$ cat config.mk
export PLATFORM = sky130hd
export DESIGN_NAME = sparam_sweep_seq
export DESIGN_NICKNAME = d
export VERILOG_FILES = /design/src/rtl/sparam_pkg.sv /design/src/rtl/sparam_avg_accum.sv /design/src/rtl/sparam_sweep_seq.sv
export SDC_FILE = /design/constraint.sdc
export NUM_CORES = 1
export LEC_CHECK = 0
export ABC_CLOCK_PERIOD_IN_PS = 4980
export BUFFER_PORTS_ARGS = -buffer_cell sky130_fd_sc_hd__clkbuf_2
export CAP_MARGIN = 10
export CORE_ASPECT_RATIO = 1.75
export CORE_MARGIN = 3
export CORE_UTILIZATION = 32
export DETAILED_ROUTE_END_ITERATION = 10
export GPL_TIMING_DRIVEN = 0
export SYNTH_ARGS = -nofsm -noshare
export SYNTH_HDL_FRONTEND = slang
export SYNTH_SLANG_ARGS = --single-unit
$ cat constraint.sdc
create_clock -name i_clk -period 4.98 [get_ports i_clk]
set_input_delay 0 -clock i_clk [delete_from_list [all_inputs] [get_ports i_clk]]
set_output_delay 0 -clock i_clk [all_outputs]
set_load 0.005 [all_outputs]
$ cat src/rtl/sparam_pkg.sv
// Shared types and sizing helpers for the S-parameter sweep sequencer.
package sparam_pkg;

    typedef enum logic [2:0] {
        IDLE,
        SETTLE,
        ACQ,
        EMIT,
        FINISH
    } state_e;

    // Default build: 4-port coupler, 12-bit detector, 8-sample mean, 16-cycle settle.
    localparam int unsigned NPORTS_DEF     = 4;
    localparam int unsigned ADC_W_DEF      = 12;
    localparam int unsigned AVG_LOG2_DEF   = 3;
    localparam int unsigned SETTLE_CYC_DEF = 16;
    localparam int unsigned IDX_W_DEF      = $clog2(NPORTS_DEF);
    localparam int unsigned ACC_W_DEF      = ADC_W_DEF + AVG_LOG2_DEF;

    // Port index width; a single-port build still needs one bit.
    function automatic int unsigned idx_width(input int unsigned n);
        return (n > 1) ? $clog2(n) : 1;
    endfunction

    // Sum of 2^avg_log2 samples of adc_w bits can never overflow this width.
    function automatic int unsigned acc_width(input int unsigned adc_w,
                                              input int unsigned avg_log2);
        return adc_w + avg_log2;
    endfunction

endpackage

$ cat src/rtl/sparam_avg_accum.sv
// NPORTS parallel sample accumulators with synchronous clear and truncating-mean outputs.
module sparam_avg_accum
    import sparam_pkg::*;
#(
    parameter int unsigned NPORTS   = NPORTS_DEF,
    parameter int unsigned ADC_W    = ADC_W_DEF,
    parameter int unsigned AVG_LOG2 = AVG_LOG2_DEF
) (
    input  logic                    i_clk,
    input  logic                    i_rst,
    input  logic                    i_clr,
    input  logic                    i_en,
    input  logic [NPORTS*ADC_W-1:0] i_data,
    output logic [NPORTS*ADC_W-1:0] o_mean
);

    localparam int unsigned ACC_W = acc_width(ADC_W, AVG_LOG2);

    logic [ACC_W-1:0] r_acc [NPORTS];

    // Clear wins over enable; each channel sums into its own register.
    always_ff @(posedge i_clk) begin
        if (i_rst || i_clr) begin
            for (int j = 0; j < NPORTS; j++) begin
                r_acc[j] <= '0;
            end
        end else if (i_en) begin
            for (int j = 0; j < NPORTS; j++) begin
                r_acc[j] <= r_acc[j] + ACC_W'(i_data[j*ADC_W +: ADC_W]);
            end
        end
    end

    // Mean is the sum with the low AVG_LOG2 bits dropped (no rounding).
    for (genvar j = 0; j < NPORTS; j++) begin : g_mean
        assign o_mean[j*ADC_W +: ADC_W] = r_acc[j][AVG_LOG2 +: ADC_W];
    end

endmodule

$ cat src/rtl/sparam_sweep_seq.sv
// Sweep sequencer: excites each port in turn, settles, averages all receive ports,
// then streams one |S[rx,tx]| word per matrix entry.
module sparam_sweep_seq
    import sparam_pkg::*;
#(
    parameter int unsigned NPORTS     = NPORTS_DEF,
    parameter int unsigned ADC_W      = ADC_W_DEF,
    parameter int unsigned AVG_LOG2   = AVG_LOG2_DEF,
    parameter int unsigned SETTLE_CYC = SETTLE_CYC_DEF
) (
    input  logic                         i_clk,
    input  logic                         i_rst,
    input  logic                         i_start,
    output logic                         o_busy,
    output logic                         o_done,
    output logic [NPORTS-1:0]            o_port_sel,
    input  logic                         i_adc_valid,
    input  logic [NPORTS*ADC_W-1:0]      i_adc_data,
    output logic                         o_res_valid,
    input  logic                         i_res_ready,
    output logic [idx_width(NPORTS)-1:0] o_res_tx,
    output logic [idx_width(NPORTS)-1:0] o_res_rx,
    output logic [ADC_W-1:0]             o_res_mag
);

    localparam int unsigned IDX_W = idx_width(NPORTS);
    localparam int unsigned CNT_W = AVG_LOG2 + 1;
    localparam int unsigned SET_W = (SETTLE_CYC > 0) ? $clog2(SETTLE_CYC + 1) : 1;

    localparam logic [IDX_W-1:0] LAST_IDX  = IDX_W'(NPORTS - 1);
    localparam logic [CNT_W-1:0] LAST_SMP  = CNT_W'((1 << AVG_LOG2) - 1);
    localparam logic [SET_W-1:0] SETTLE_LD = SET_W'(SETTLE_CYC);
    localparam state_e           ARM_ST    = (SETTLE_CYC == 0) ? ACQ : SETTLE;

    state_e                  r_state, w_state_nxt;
    logic [IDX_W-1:0]        r_tx, w_tx_nxt;
    logic [IDX_W-1:0]        r_rx, w_rx_nxt;
    logic [SET_W-1:0]        r_settle, w_settle_nxt;
    logic [CNT_W-1:0]        r_smp, w_smp_nxt;
    logic                    w_acc_clr;
    logic                    w_acc_en;
    logic [NPORTS*ADC_W-1:0] w_mean;

    sparam_avg_accum #(
        .NPORTS   (NPORTS),
        .ADC_W    (ADC_W),
        .AVG_LOG2 (AVG_LOG2)
    ) u_accum (
        .i_clk  (i_clk),
        .i_rst  (i_rst),
        .i_clr  (w_acc_clr),
        .i_en   (w_acc_en),
        .i_data (i_adc_data),
        .o_mean (w_mean)
    );

    // State and counter registers; reset abandons any partial sweep.
    always_ff @(posedge i_clk) begin
        if (i_rst) begin
            r_state  <= IDLE;
            r_tx     <= '0;
            r_rx     <= '0;
            r_settle <= '0;
            r_smp    <= '0;
        end else begin
            r_state  <= w_state_nxt;
            r_tx     <= w_tx_nxt;
            r_rx     <= w_rx_nxt;
            r_settle <= w_settle_nxt;
            r_smp    <= w_smp_nxt;
        end
    end

    // Next-state, counter updates and accumulator control.
    always_comb begin
        w_state_nxt  = r_state;
        w_tx_nxt     = r_tx;
        w_rx_nxt     = r_rx;
        w_settle_nxt = r_settle;
        w_smp_nxt    = r_smp;
        w_acc_clr    = 1'b0;
        w_acc_en     = 1'b0;
        unique case (r_state)
            IDLE: begin
                if (i_start) begin
                    w_tx_nxt     = '0;
                    w_rx_nxt     = '0;
                    w_smp_nxt    = '0;
                    w_settle_nxt = SETTLE_LD;
                    w_acc_clr    = 1'b1;
                    w_state_nxt  = ARM_ST;
                end
            end
            SETTLE: begin
                w_settle_nxt = r_settle - 1'b1;
                if (r_settle <= SET_W'(1)) begin
                    w_state_nxt = ACQ;
                end
            end
            ACQ: begin
                if (i_adc_valid) begin
                    w_acc_en  = 1'b1;
                    w_smp_nxt = r_smp + 1'b1;
                    if (r_smp == LAST_SMP) begin
                        w_smp_nxt   = '0;
                        w_rx_nxt    = '0;
                        w_state_nxt = EMIT;
                    end
                end
            end
            EMIT: begin
                if (i_res_ready) begin
                    if (r_rx == LAST_IDX) begin
                        w_rx_nxt = '0;
                        if (r_tx == LAST_IDX) begin
                            w_state_nxt = FINISH;
                        end else begin
                            w_tx_nxt     = r_tx + 1'b1;
                            w_settle_nxt = SETTLE_LD;
                            w_acc_clr    = 1'b1;
                            w_state_nxt  = ARM_ST;
                        end
                    end else begin
                        w_rx_nxt = r_rx + 1'b1;
                    end
                end
            end
            FINISH: begin
                w_state_nxt = IDLE;
            end
            default: begin
                w_state_nxt = IDLE;
            end
        endcase
    end

    // Moore outputs: source drive only while settling/acquiring, result mux in EMIT.
    always_comb begin
        o_busy      = (r_state == SETTLE) || (r_state == ACQ) || (r_state == EMIT);
        o_done      = (r_state == FINISH);
        o_port_sel  = '0;
        if ((r_state == SETTLE) || (r_state == ACQ)) begin
            o_port_sel = NPORTS'(1) << r_tx;
        end
        o_res_valid = (r_state == EMIT);
        o_res_tx    = r_tx;
        o_res_rx    = r_rx;
        o_res_mag   = '0;
        if (r_state == EMIT) begin
            o_res_mag = w_mean[int'(r_rx)*ADC_W +: ADC_W];
        end
    end

endmodule

==> metrics <==
full die area 0.0206 sq mm; number of antenna violations at the first check in global routing 0; Max clock buf depth 2; prevailing post-synth register cell edfxtp_1; adder and majority gate portion of the synthesized area 12.9%; Final Critical Period 2710 ps; area leader, netlist edfxtp_1; Inserted Diodes 0; highest achievable clock rate 369 MHz; average instance area after synthesis 9.75 sq um; total number of placement rows 65; Post CTS Setup Buffer Count 0; total number of nets in the final design 820; maximum capacitance violations 0; height of the chip 188 microns; register area share after synthesis 35.1%; Critical Path Fanout Max 60; Clock Tree Root clkbuf_16; power density normalized to cell area 397 mW/mm^2; number of library cell types mapped by synthesis 69; fraction of the cycle the final worst path needs 54.4%; transition time at the pin with the least slew margin 920 ps; DR WL/cell 17.7 microns; synthesized flop and latch total 76; multiplexer fraction of the synthesized cell area 5.63%; Via density 5.53; TritonCTS clock tree yes; initial core utilization 33.0%; final weighted congestion in routability-driven placement 0.872; fraction of synthesized cell area taken by the top area cell type 29.8%; post-synthesis net count 733; top post-synthesis cells by area edfxtp_1 30%, ha_1 12%, dfxtp_1 5.3%; Num CTS Buffers 9; total of warnings raised by yosys 0; post-cts repair resize count 0; basic-gate share of the synthesized area counting and, or, nand and nor cells 19.7%; total negative slack 0 ps; fraction of registers with async set/reset 0%; number of vias after detailed routing 5227; post-synthesis cell count 620; global-route wire length before repair 26200 microns; post-route ant nets 0; number of sinks driven by the clock tree 76; class of the tightest hold or removal check in2reg; maximum vdd ir drop 0.000177 V; Boundary Pins 76; # DRC 0; total global routing overflow 0; Final Routed Wirelength 16800 microns; count of filler cells inserted in the layout 1873; IO Port Bufs 75; slack of the critical path 2270 ps; data required time of the worst path 4940 ps; Final setup violation count 0; signed area change from the synthesized netlist to the final layout 16.9%; global-route total usage across every layer 16.5%; largest net degree at the start of global routing 61; half-perimeter wire length after placement 12900 microns; Post-CTS Hold Fix Bufs 1; count of flip-flops with a built-in enable after synthesis 60; insertion delay of the later-clocked pin in the worst-skew pair 340 ps; via count of the first global-routing pass 5044; fraction of final layout cells sized beyond drive strength 1 17.7%; non-filler instance count after layout 946; standard cell core area 0.0183 sq mm; list of most frequent post-synthesis cells 60 x edfxtp_1, 56 x ha_1, 52 x a21oi_1; status complete, no violations; Setup CP Type reg2reg; P_leak 2.88 nW; category of the worst setup path capture point flip-flop; H-tree depth 3; xor/xnor share of the synthesized area 3.62%; worst slack after detailed placement 2300 ps; die width 110 microns; largest family of logic cells by synthesized area compound AO/OA/AOI/OAI gates; headroom to the max-slew limit 38.7%; clock transition at the register clock pins on the worst setup and hold paths after CTS 60 ps; startpoint class of the critical path flip-flop; number of failing hold endpoints at the final stage 0; number of slew-limit violations in the final report 0; placed instance count 929; compound-cell area share of the yosys netlist 19.8%; number of DRC markers in iteration 0 273; dominant cell by count in the synthesized netlist edfxtp_1; setup repair after global routing missed its margin false; skew final 5.90 ps; total standard cell area after synthesis 0.00604 sq mm; Initial DRT Pass Iterations 5; arrival time of the worst setup path 2670 ps
## cells in the final DEF, fill, tap and decap left out, types with 15 or more instances in the layout
master    count
nor3_1       26
nor2_1       51
nor2b_1      23
ha_1         56
clkbuf_2     75
a21o_1       18
a21oi_1      52
nand2_1      25
edfxtp_1     60
nand3_1      15
dfxtp_1      16
o21ai_0      30
inv_1        22
xor2_1       18
## per-stage QoR
stage               power, mW  cell area, sq um  utilization (%)  hold WS, ps
finish                   2.80              7060             38.6         64.8
global placement         2.06              6710             36.7          352
detailed placement       2.06              6720             36.7          354
global route             2.99              7060             38.6         58.9
CTS                      2.81              7060             38.6         51.2
floorplan                1.75              6040                -          175
## layer usage
layer  share of wire (%)  wire [microns]  track usage [%]
met5                   0               0                0
met1                  41            6940             20.0
met4                 4.0             671             7.83
met3                 4.2             703             2.14
met2                  50            8470             28.1
## state kept, by name (all words and copies together) (netlist names)
signal         flops
u_accum.r_acc     60
o_res_tx           2
r_smp              4
o_res_rx           2
r_state            3
r_settle           5
## kinds of logic (layout without fill, tap and decap cells)
family / count (synthesis) / count (layout)
buffers and inverters: 42 / 134
AO/OA/AOI/OAI: 181 / 181
XOR/XNOR: 25 / 25
multiplexers: 19 / 19
adder cells (fa/ha/maj): 60 / 60
flip-flops: 76 / 76
AND/OR/NAND/NOR: 217 / 217
## worst max-delay path, cell delays in order, from the launching register on
cell and delay [ps]:
dfxtp_1 310, buf_2 210, nand3b_1 370, nor2_1 310, a21oi_1 120, nand2b_1 220, or2b_4 760
## final cells by class
class	count	area [sq um]	area share (%)
Timing Repair Buffer	76	385	5.46
Multi-Input combinational cell	502	3730	52.8
Inverter	22	82.6	1.17
Buffer	20	111	1.58
Clock buffer	12	289	4.09
Sequential cell	76	2120	30.0
Tap cell	234	293	4.14
Clock inverter	4	50.0	0.708
## final timing paths
check / start / endpoint / slack [ps] / depth (start not counted)
max: r_state[1]$_SDFFE_PP0P_ / u_accum.r_acc[2][1]$_SDFFCE_PN0P_ / 2270 / 6
min: i_adc_data[0] / u_accum.r_acc[0][0]$_SDFFCE_PN0P_ / 60 / 3
max reg2reg: r_state[1]$_SDFFE_PP0P_ / u_accum.r_acc[2][1]$_SDFFCE_PN0P_ / 2270 / 6
min reg2reg: r_smp[1]$_SDFFE_PP0P_ / r_smp[1]$_SDFFE_PP0P_ / 480 / 2
## power by group
part	total (mW)	switching [mW]	internal, mW
registers	0.955	0.113	0.843
logic	1.10	0.640	0.455
clock network	0.750	0.286	0.464
total	2.80	1.04	1.76
Power figures use the tool's default switching activity.
